--- config.mk ---
export PLATFORM = sky130hd
export DESIGN_NAME = bcd_serial_adder_ctrl
export DESIGN_NICKNAME = d
export VERILOG_FILES = /design/src/rtl/bcd_serial_adder_ctrl.sv
export SDC_FILE = /design/constraint.sdc
export NUM_CORES = 1
export LEC_CHECK = 0
export BUFFER_PORTS_ARGS = -buffer_cell sky130_fd_sc_hd__buf_2
export CORE_ASPECT_RATIO = 1.1
export CORE_MARGIN = 8
export CORE_UTILIZATION = 45
export CTS_CLUSTER_SIZE = 8
export DETAILED_ROUTE_END_ITERATION = 10
export PLACE_DENSITY = 0.65
export REMOVE_ABC_BUFFERS = 1
export SYNTH_ARGS = -nofsm -noshare
export SYNTH_HDL_FRONTEND = slang
export SYNTH_SLANG_ARGS = --single-unit
--- constraint.sdc ---
create_clock -name clk -period 4.6 [get_ports clk]
set_input_delay 0.69 -clock clk [delete_from_list [all_inputs] [get_ports clk]]
set_output_delay 0.69 -clock clk [all_outputs]
set_load 0.01 [all_outputs]
--- src/rtl/bcd_serial_adder_ctrl.sv ---
// Serial BCD adder controller: sums one packed-BCD digit per cycle, LSD first.
// Optional macro BCD_DIGIT_CHECK_EN rejects operands containing digits above 9.
module bcd_serial_adder_ctrl #(
    parameter int DIGITS = 4
) (
    input  logic                  clk,
    input  logic                  rst_n,
    input  logic                  start,
    input  logic [4*DIGITS-1:0]   A,
    input  logic [4*DIGITS-1:0]   B,
    input  logic                  cin,
    output logic                  busy,
    output logic                  done,
    output logic [4*DIGITS-1:0]   sum,
    output logic                  cout,
    output logic                  error
);

    localparam int W = 4 * DIGITS;
    localparam logic [3:0] LAST_IDX = 4'(DIGITS - 1);

    typedef enum logic [1:0] {
        IDLE = 2'd0,
        ADD  = 2'd1,
        DONE = 2'd2
    } state_t;

    // Returns {carry, digit} for one decimal digit position.
    function automatic logic [4:0] bcd_digit_add(input logic [3:0] a, input logic [3:0] b,
                                                 input logic c);
        logic [4:0] s;
        logic [4:0] s_adj;
        s     = {1'b0, a} + {1'b0, b} + {4'b0000, c};
        s_adj = s + 5'd6;
        if (s > 5'd9) begin
            return {1'b1, s_adj[3:0]};
        end else begin
            return {1'b0, s[3:0]};
        end
    endfunction

`ifdef BCD_DIGIT_CHECK_EN
    function automatic logic has_bad_digit(input logic [W-1:0] v);
        logic bad;
        bad = 1'b0;
        for (int i = 0; i < DIGITS; i++) begin
            if (v[4*i +: 4] > 4'd9) begin
                bad = 1'b1;
            end else begin
                bad = bad;
            end
        end
        return bad;
    endfunction
`endif

    state_t         state_r;
    logic [W-1:0]   a_r;
    logic [W-1:0]   b_r;
    logic           carry_r;
    logic [3:0]     idx_r;
    logic [W-1:0]   sum_r;
    logic           cout_r;
    logic           error_r;
    logic           busy_r;
    logic           done_r;

    logic [3:0]     a_dig_s;
    logic [3:0]     b_dig_s;
    logic [4:0]     digit_s;
    logic [W-1:0]   digit_pos_s;

    // Select the current digit of each captured operand and form its placed result.
    always_comb begin
        a_dig_s     = 4'(a_r >> {idx_r, 2'b00});
        b_dig_s     = 4'(b_r >> {idx_r, 2'b00});
        digit_s     = bcd_digit_add(a_dig_s, b_dig_s, carry_r);
        digit_pos_s = W'(digit_s[3:0]) << {idx_r, 2'b00};
    end

    // Control FSM with datapath registers and registered outputs.
    always_ff @(posedge clk or negedge rst_n) begin
        if (!rst_n) begin
            state_r <= IDLE;
            a_r     <= '0;
            b_r     <= '0;
            carry_r <= 1'b0;
            idx_r   <= 4'd0;
            sum_r   <= '0;
            cout_r  <= 1'b0;
            error_r <= 1'b0;
            busy_r  <= 1'b0;
            done_r  <= 1'b0;
        end else begin
            case (state_r)
                IDLE: begin
                    done_r <= 1'b0;
                    if (start) begin
                        a_r     <= A;
                        b_r     <= B;
                        carry_r <= cin;
                        idx_r   <= 4'd0;
                        sum_r   <= '0;
                        cout_r  <= 1'b0;
                        error_r <= 1'b0;
`ifdef BCD_DIGIT_CHECK_EN
                        if (has_bad_digit(A) || has_bad_digit(B)) begin
                            state_r <= DONE;
                            error_r <= 1'b1;
                            busy_r  <= 1'b0;
                            done_r  <= 1'b1;
                        end else begin
                            state_r <= ADD;
                            busy_r  <= 1'b1;
                        end
`else
                        state_r <= ADD;
                        busy_r  <= 1'b1;
`endif
                    end else begin
                        state_r <= IDLE;
                        busy_r  <= 1'b0;
                    end
                end
                ADD: begin
                    sum_r   <= sum_r | digit_pos_s;
                    carry_r <= digit_s[4];
                    if (idx_r == LAST_IDX) begin
                        state_r <= DONE;
                        cout_r  <= digit_s[4];
                        busy_r  <= 1'b0;
                        done_r  <= 1'b1;
                    end else begin
                        idx_r   <= idx_r + 4'd1;
                    end
                end
                DONE: begin
                    state_r <= IDLE;
                    done_r  <= 1'b0;
                    busy_r  <= 1'b0;
                end
                default: begin
                    state_r <= IDLE;
                    busy_r  <= 1'b0;
                    done_r  <= 1'b0;
                end
            endcase
        end
    end

    assign busy  = busy_r;
    assign done  = done_r;
    assign sum   = sum_r;
    assign cout  = cout_r;
`ifdef BCD_DIGIT_CHECK_EN
    assign error = error_r;
`else
    assign error = 1'b0;
`endif

endmodule

==> After elaboration in Yosys (flattened, before gate mapping) <==
Index checks and enable logic that the tools add are counted.
W data, S select, Z words.
{ "op_classes": {"add_sub_neg": 4, "magnitude_cmp": 1, "n_eq_ne": 5, "shift": 3, "n_mux": 19, "n_bitwise": 1, "n_reduce_logical": 6} }
{ "op_table": {"columns": ["cell", "count"], "rows": [
  ["$pmux W16 S2", 1],
  ["$shr A16 B6 Y4", 2],
  ["$mux W16", 1],
  ["$or A16 B16 Y16", 1],
  ["$shl A4 B6 Y16", 1],
  ["$mux W1", 8],
  ["$mux W4", 2],
  ["$pmux W4 S2", 1],
  ["$ne A2 B2 Y1 const B", 3],
  ["$pmux W1 S2", 3],
  ["$reduce_and A3 Y1", 2],
  ["$add A4 B4 Y5", 1],
  ["$add A5 B1 Y5", 1],
  ["$gt A5 B4 Y1 const B", 1],
  ["$mux W5", 1],
  ["$add A4 B1 Y4 const B", 1],
  ["$add A4 B3 Y4 const B", 1],
  ["$eq A4 B2 Y1 const B", 1],
  ["$pmux W2 S2", 1],
  ["$reduce_and A2 Y1", 2],
  ["$eq A2 B1 Y1 const B", 1],
  ["$logic_not A2 Y1", 1],
  ["$mux W2", 1],
  ["$reduce_bool A2 Y1", 1]
]} }
{ "totals": {"regBits": 58, "in_bits": 36, "output_inout_bits": 20, "elab_cells": 48} }

==> Longest topological paths before layout <==
Gate-level depths: netlist (run 1).
{ "logic_depth": {"ltp_word": 8, "depth_mapped": 13, "mapped_depth_nobuf": 12} }

==> Worst setup path after synthesis (run 1) <==
Ideal clock, no wire load.
{ "synth_timing": {"path_kind": "reg-to-reg", "from": "register idx_r[0]", "to": "register sum_r[6], in the netlist sum[6]", "setup_time_ns": 0.067, "arrival_ns": 3.917, "required_time_ns": 4.533, "path_slack_ns": 0.615, "path_stages_with_launch": 14, "path_buffers": 1, "synth_period_minus_slack_ns": 3.985, "cell_sequence": "dfrtp_1 clkbuf_1 mux4_2 nor2b_1 fa_1 fa_1 xor2_1 inv_2 ha_1 nor2b_1 a31o_4 o31a_1 a211oi_2 a32o_1"} }
{ "synth_between": {"elab_chain_len": 8, "word_cells_on_any_way": 10, "classes_between": "add/sub (3); order compare (1); shift (3); mux (2); bitwise (1)"} }
{ "synth_lines": {"columns": ["item", "line", "rtl"], "rows": [
  ["start: declaration", "61", "logic [3:0] idx_r;"],
  ["start signal: assignment", "134", "idx_r <= idx_r + 4'd1;"],
  ["$shr A16 B6 Y4 (on tied branches)", "75, 76", null],
  ["$add A4 B4 Y5", "33", "s = {1'b0, a} + {1'b0, b} + {4'b0000, c};"],
  ["$add A5 B1 Y5", "33", null],
  ["$add A4 B3 Y4 / $gt A5 B4 Y1 (equally long branches)", "34, 35", null],
  ["$mux W5", "35", "if (s > 5'd9) begin"],
  ["$shl A4 B6 Y16 (*)", "78", "digit_pos_s = W'(digit_s[3:0]) << {idx_r, 2'b00};"],
  ["$or A16 B16 Y16 (*)", "126", "sum_r <= sum_r | digit_pos_s;"],
  ["$pmux W16 S2 (*)", "95", "case (state_r)"],
  ["end signal: assignment", "126", null],
  ["end: declaration", "62", "logic [W-1:0] sum_r;"]
]} }
Mark *: on every way between the ends. The rest lies on a longest branch, timed or not.
A chain may end at the register's enable or synchronous reset.

==> Worst setup path in the final report (run 1) <==
Ends and elaborated chain as after synthesis.

==> impl_results.md, run 1 <==
- Final setup violation count: 0
- Post-synth top cells: nand2_1 (113), dfrtp_1 (57), clkbuf_1 (16), nor2b_1 (10)
- Syn Area/Cell: 9.633 um^2
- Rows: 30
- Tmin final: 4.024 ns
- Storage cell area: 0.001426 mm^2
- Top_reg_cell synth: dfrtp_1
- Setup_tns: 0 ns
- Critical Path End Type: flop
- Vias in the first global route: 2303
- Worst-path cell chain: mux4_2 -> nor2b_1 -> fa_1 -> fa_1 -> xor2_1 -> inv_2 -> ha_1 -> nor2b_1 -> a31o_4 -> o31a_1 -> a211oi_2 -> a32o_1
- F_max: 248.5 MHz
- H-tree depth: 3
- Leading area contributor after synthesis: dfrtp_1
- Final Hold Viols: 0
- DR iter-0 viols: 87
- Slew headroom: 43.75%
- Startpoint types: flop
- Fraction of layout instances using a drive strength above 1: 26.09%
- Count leader, synth: nand2_1
- Inserted Diodes: 0
- Clock buffer count from CTS: 9
- GRT overflow: 0
- Slowest CP cell: dfrtp_1
- Initial antenna violation count: 0
- Worst Setup Path Type: flop to flop
- Clk sink count: 57
- Worst EP required: 4.87 ns
- Register area share after synthesis: 51.24%
- Synth Register Bits: 57
- Clock Path Buffers: 2
- Core area: 0.006081 mm^2
- Post-Synthesis Cells: 289
- Post_cts resized: 0
- Hold WC Path Type: input pin to asynchronous set/reset pin
- CTS Root Buffer Type: clkbuf_8
- Final #Nets: 383
- CP Max Fanout: 14
- DP HPWL: 4393 um
- Post-CTS setup buffer count: 0
- Number of remaining DRC errors: 0
- GP Congestion: 0.7797
- Starting density of the core: 45.78%
- Top delay family on crit path: adder cells
- Max-slew violation count: 0
- Worst-Margin Slew: 0.8437 ns
- Post-synth EDFFs: 0
- Non-filler cells in the finished layout: 425
- Fin crit share: 87.47%
- Clock latency on the worst-skew pair: 0.34 ns
- Yosys cell types: 40
- Vias per inst: 5.094
- RSZ-0062 raised after global routing: no
- Max Cap Viol: 0
- Fill cells: 602
- Max incr delay on CP: 0.62 ns
- Post-DRT Antenna Nets: 0
- Die Area: 0.008962 mm^2
- Status: finished clean
- Drt wl/cell: 14.13 um
- Area occupied by multi-input gates: 0.001274 mm^2
- Pre-antenna DRT Iters: 4
- Hold buffers post-CTS: 0
- Chip width: 91.00 um
- Crit path buffers/inverters: 1
- Top-area cell type share of the netlist area: 51.24%
- First-pass GRT wire length: 10690 um
- Asr flop ratio synth: 100.0%
- Synth area leaders: dfrtp_1 (51%), nand2_1 (15%), mux4_2 (6.5%), ha_1 (2.2%), nor2b_1 (2.2%)
- R2r worst-path depth: 12
- Layout area overhead: 20.49%
- GRT Total Usage: 14.79%
- CTS clk-pin slew, worst paths: 0.07 ns
- Dpl cells: 409
- Vias: 2165
- PortBufs: 54
- CP Depth: 12
- Worst EP arrival: 4.29 ns
- IO Pins: 56
- Total Routed Length: 6005 um
- Clock Skew: 0.007526 ns
- Yosys warnings: 0
- Die H: 98.49 um
- CTS tree: yes
- Largest net degree at the start of global routing: 58
- Mapped Area: 0.002784 mm^2
[logic make-up after synthesis]
family / count (synthesis) / share of synthesized area, %
AOI/OAI and AO/OA: 40 / 11.51
xor gates and xnor gates: 3 / 0.9440
adders and majority gates: 7 / 3.685
buffers and inverters: 22 / 3.101
DFF: 57 / 51.24
muxes: 9 / 6.876
other: 1 / 0.1347
and+or+nand+nor: 150 / 22.52
[sequential cells by signal, indices dropped and copies added (netlist names)]
register and count:
a_r 16, b_r 16, sum 16, idx_r 4, state_r 2, busy 1
carry_r 1, cout 1
[metrics by stage]
| stage | hold slack (ns) | utilization, % | setup slack [ns] | area [um^2] |
|---|---|---|---|---|
| after floorplan | 0.3944 | - | 0.6664 | 2716 |
| after global placement | 0.4569 | 51.17 | 0.6889 | 3112 |
| after detailed placement | 0.4614 | 51.17 | 0.5948 | 3112 |
| after CTS | 0.4754 | 55.16 | 0.5567 | 3354 |
| after global routing | 0.4995 | 55.16 | 0.3478 | 3354 |
| final | 0.4694 | 55.16 | 0.5765 | 3354 |
[worst paths after layout]
| path | slack [ns] | to | startpoint |
|---|---|---|---|
| max in group asynchronous | 3.64 | sum[1] | rst_n |
| hold reg to reg | 0.47 | b_r[1] | b_r[1] |
| min in group clk | 0.47 | b_r[1] | b_r[1] |
| hold / removal | 0.47 | sum[7] | rst_n |
| setup reg to reg | 0.58 | sum[6] | idx_r[0] |
| setup / recovery | 0.58 | sum[6] | idx_r[0] |
[worst register-to-register path, delay by kind of cell (launching register included)]
family | cells | cell delay, ns
adder cells (fa/ha/maj) | 3 | 1.10
AO/OA/AOI/OAI | 4 | 1.08
flip-flops | 1 | 0.62
multiplexers | 1 | 0.55
AND/OR/NAND/NOR | 2 | 0.31
XOR/XNOR | 1 | 0.23
buffers and inverters | 1 | 0.07
[layout by cell type (no fill, tap or decap), drive strengths merged, types with 2 or more instances in the layout]
cell / count
a211oi: 2
a21o: 2
a21oi: 6
a22o: 6
and3: 2
buf: 57
bufinv: 3
clkbuf: 10
clkinv: 3
dfrtp: 57
fa: 2
ha: 5
inv: 5
mux4: 8
nand2: 113
nand2b: 4
nand3: 4
nor2: 8
nor2b: 10
nor3: 4
o21ai: 5
o31a: 2
o31ai: 9
or2: 2
xor2: 2
[routing by layer]
layer	part of all wire (%)	global-route usage [%]	wire (um)
met5	0	0	0
met2	49	23.80	2961
met1	44	17.34	2637
met3	4.4	3.878	267
met4	2.3	8.953	138
[final cells by class]
cell class / instances / share of cell area (%)
Timing Repair Buffer: 57 / 8.728
Inverter: 5 / 0.5595
Sequential cell: 57 / 42.52
Multi-Input combinational cell: 210 / 37.97
Clock buffer: 10 / 4.103
Clock inverter: 6 / 3.133
Tap cell: 80 / 2.984
Power of run 1 is left out: the tool's default activity adds up to more than one toggle a clock period on the data nets, which glitch-free logic cannot reach.
==> run 2: changes to the inputs <==
BUFFER_PORTS_ARGS = -buffer_cell sky130_fd_sc_hd__buf_4   (was -buffer_cell sky130_fd_sc_hd__buf_2)
CORE_MARGIN = 4   (was 8)
==> impl_results.md, run 2 (same netlist as run 1, synthesis figures left out) <==
- Die H: 90.49 um
- Reg-to-reg critical path endpoint: sum[6]
- IO Pins: 56
- Final setup violation count: 0
- Commonest non-fill, non-tap cell in the layout: nand2_1
- Post_cts resized: 0
- Storage cell area: 0.001426 mm^2
- Largest net degree at the start of global routing: 58
- Post-DRT Antenna Nets: 0
- Layout area overhead: 23.96%
- GP Congestion: 0.7826
- R2R Setup Slk: 0.65 ns
- First-pass GRT wire length: 10470 um
- Pre-antenna DRT Iters: 4
- RSZ-0062 raised after global routing: no
- Clock Skew: 0.01114 ns
- DP HPWL: 4023 um
- Clock buffer count from CTS: 9
- Starting density of the core: 47.36%
- Max incr delay on CP: 0.60 ns
- Worst setup margin: 0.6488 ns
- CTS tree: yes
- Slew headroom: 42.55%
- Total Routed Length: 5781 um
- Finished Cell Area: 0.003451 mm^2
- Tmin final: 3.951 ns
- Clk sink count: 57
- CP Max Fanout: 10
- Hold buffers post-CTS: 0
- Worst-Margin Slew: 0.8617 ns
- Rows: 29
- Worst Setup SP: idx_r[0]
- Max-slew violation count: 0
- Final Hold Viols: 0
- Vias: 2137
- Post-CTS setup buffer count: 0
- DR iter-0 viols: 74
- Startpoint types: flop
- H-tree depth: 3
- Final core utilization: 58.71%
- CTS clk-pin slew, worst paths: 0.06 ns
- Clock latency on the worst-skew pair: 0.34 ns
- Setup_tns: 0 ns
- Clock Path Buffers: 2
- Initial antenna violation count: 0
- Vias in the first global route: 2247
- Die Area: 0.007510 mm^2
- Worst EP required: 4.87 ns
- Slowest CP cell: dfrtp_1
- GRT Total Usage: 17.05%
- Hold WC Path Type: input pin to asynchronous set/reset pin
- GRT overflow: 0
- Vias per inst: 5.064
- Drt wl/cell: 13.70 um
- Place WS: 0.6119 ns
- Status: finished clean
- F_max: 253.1 MHz
- Chip width: 83.00 um
- R2r worst-path depth: 12
- Critical Path End Type: flop
- Core area: 0.005878 mm^2
- Fill cells: 541
- Worst-path cell chain: mux4_2 -> nor2b_1 -> fa_1 -> fa_1 -> xor2_1 -> inv_2 -> ha_1 -> nor2b_1 -> a31o_4 -> o31a_1 -> a211oi_2 -> a32o_1
- Area occupied by multi-input gates: 0.001274 mm^2
- Crit path buffers/inverters: 1
- Number of remaining DRC errors: 0
- Fin crit share: 85.90%
- Fraction of layout instances using a drive strength above 1: 25.51%
- Top delay family on crit path: adder cells
- Worst r2r src: idx_r[0]
- Max Cap Viol: 0
- Worst EP arrival: 4.22 ns
- CTS Root Buffer Type: clkbuf_8
- Worst Setup Path Type: flop to flop
- Most frequent cells in the layout: nand2_1 (113), dfrtp_1 (57), buf_4 (57)
- DP Area: 0.003243 mm^2
- Final #Nets: 383
- PortBufs: 54
- Inserted Diodes: 0
==> run 2: cell count changes in the layout (fill, tap and decap cells not counted) <==
cell / change
buf_2: -54
clkbuf_8: +2
bufinv_16: -2
buf_4: +54
clkbuf_1: +2
clkinv_2: -2
==> run 2: layout make-up <==
cell class	count	share of cell area, %
flip-flops and latches	57	41.33
multi-input cells	210	36.91
repair buffers	57	12.40
clock buffers	14	5.004
well taps	77	2.792
clock inverters	2	1.015
inverters	5	0.5439
==> run 2: how the worst max path moves through the flow <==
stage               cells past startpoint      to
finish                                 12  sum[6]
global route                           12  sum[6]
CTS                                    12  sum[6]
detailed placement                     12  sum[6]
global placement                       12  sum[6]
floorplan                              12  sum[6]
==> run 2: layer usage <==
| layer | vias up | track usage [%] | share of wire, % |
|---|---|---|---|
| met1 | 1002 | 22.10 | 48 |
| met4 | 0 | 6.131 | 1.4 |
| met2 | 58 | 26.60 | 46 |
| met5 | - | 0 | 0 |
| li1 | 1067 | - | - |
| met3 | 10 | 5.748 | 5.2 |
==> run 2: metrics by stage <==
stage | hold slack [ns] | std cells
6_report | 0.4135 | 422
5_1_grt | 0.4654 | 422
2_1_floorplan | 0.3944 | 272
3_5_place_dp | 0.4604 | 406
3_3_place_gp | 0.4546 | 406
4_1_cts | 0.4174 | 422
Power of run 2 is left out for the same reason.
==> run 3: changes to the inputs <==
clock period = 3.91 ns   (was 4.6 ns; I/O delays follow)
==> impl_results.md, run 3 (same netlist as run 1, synthesis figures left out) <==
- Worst Setup Path Type: flop to flop
- Fraction of layout instances using a drive strength above 1: 26.51%
- Critical Path End Type: flop
- F_max: 267.8 MHz
- Max Cap Viol: 0
- CTS Root Buffer Type: clkbuf_8
- Vias: 2159
- Clock Skew: 0.008239 ns
- Die H: 90.49 um
- Post-DRT Antenna Nets: 0
- Slew headroom: 42.20%
- Hold WC Path Type: input pin to asynchronous set/reset pin
- First-pass GRT wire length: 10450 um
- Final setup violation count: 0
- CTS clk-pin slew, worst paths: 0.07 ns
- Tmin final: 3.734 ns
- Fill cells: 547
- Hold buffers post-CTS: 0
- Rows: 29
- Pre-antenna DRT Iters: 4
- Final Hold Viols: 0
- Dpl cells: 408
- Max-slew violation count: 0
- GRT overflow: 0
- GP Congestion: 0.8018
- Inserted Diodes: 0
- Worst-Margin Slew: 0.8670 ns
- Setup_tns: 0 ns
- Vias in the first global route: 2262
- PortBufs: 54
- Place WS: 0.1258 ns
- Post_cts resized: 0
- DP HPWL: 4335 um
- Worst r2r src: idx_r[0]
- Clock buffer count from CTS: 9
- IO Pins: 56
- Initial antenna violation count: 0
- Final #Nets: 385
- Core area: 0.005878 mm^2
- H-tree depth: 3
- R2R Setup Slk: 0.18 ns
- Total Routed Length: 6040 um
- Starting density of the core: 47.36%
- CP Max Fanout: 4
- Largest net degree at the start of global routing: 58
- Clock Path Buffers: 2
- Die Area: 0.007510 mm^2
- Clk sink count: 57
- Commonest non-fill, non-tap cell in the layout: nand2_1
- Layout area overhead: 25.12%
- Status: finished clean
- RSZ-0062 raised after global routing: no
- Vias per inst: 5.092
- Most frequent cells in the layout: nand2_1 (113), buf_4 (59), dfrtp_1 (57)
- Reg-to-reg critical path endpoint: sum[6]
- Non-filler cells in the finished layout: 424
- Hold_ws: 0.2845 ns
- Worst EP arrival: 4.02 ns
- Clock latency on the worst-skew pair: 0.35 ns
- Startpoint types: flop
- Number of remaining DRC errors: 0
- DR iter-0 viols: 113
- Worst setup margin: 0.1758 ns
- Chip width: 83.00 um
- GRT Total Usage: 17.47%
- R2r worst-path depth: 12
- Fin crit share: 95.50%
- Post-CTS setup buffer count: 0
- Worst EP required: 4.19 ns
- Drt wl/cell: 14.25 um
- CTS tree: yes
## run 3: changes by cell type in the layout (fill, tap and decap cells not counted)
cell	previous run	this run
clkbuf_8	12	9
a211oi_2	1	0
clkinv_2	1	3
clkinvlp_4	0	1
xor2_2	0	1
bufinv_16	1	2
buf_4	57	59
clkbuf_1	2	1
a211oi_4	0	1
xor2_1	2	1
## run 3: area by class of cell
type / instances / area [um^2] / share of cell area, %
Clock buffer: 10 / 127.6 / 3.664
Clock inverter: 6 / 82.58 / 2.371
Inverter: 5 / 18.77 / 0.5388
Multi-Input combinational cell: 210 / 1289 / 37.00
Sequential cell: 57 / 1426 / 40.95
Tap cell: 77 / 96.34 / 2.766
Timing Repair Buffer: 59 / 442.9 / 12.72
## run 3: critical path: stages (launching register included)
cell      delay, ns
dfrtp_1        0.43
mux4_2         0.50
nor2b_1        0.16
fa_1           0.44
fa_1           0.45
xor2_2         0.20
inv_2          0.06
ha_1           0.22
nor2b_1        0.15
a31o_4         0.22
o31a_1         0.33
a211oi_4       0.30
a32o_1         0.21
## run 3: through the flow
stage	instance area, um^2	util [%]
floorplan	2716	-
global placement	3258	55.43
detailed placement	3258	55.43
CTS	3468	59.00
global route	3483	59.26
finish	3483	59.26
## run 3: how the worst max path moves through the flow
stage                  start  depth (start not counted)     end  slack, ns
floorplan           idx_r[0]                         12  sum[6]      -0.02
global placement    idx_r[0]                         12  sum[6]       0.22
detailed placement  idx_r[0]                         12  sum[6]       0.13
CTS                 idx_r[0]                         12  sum[6]       0.12
global route        idx_r[0]                         12  sum[6]       0.04
finish              idx_r[0]                         12  sum[6]       0.18
## run 3: layer usage
layer  vias up  wire (um)  GRT usage [%]
li1       1073          -              -
met1      1021       2666          21.09
met2        56       2932          29.14
met3         9        373          5.566
met4         0         68          6.540
met5         -          0              0
Power of run 3 is left out for the same reason.
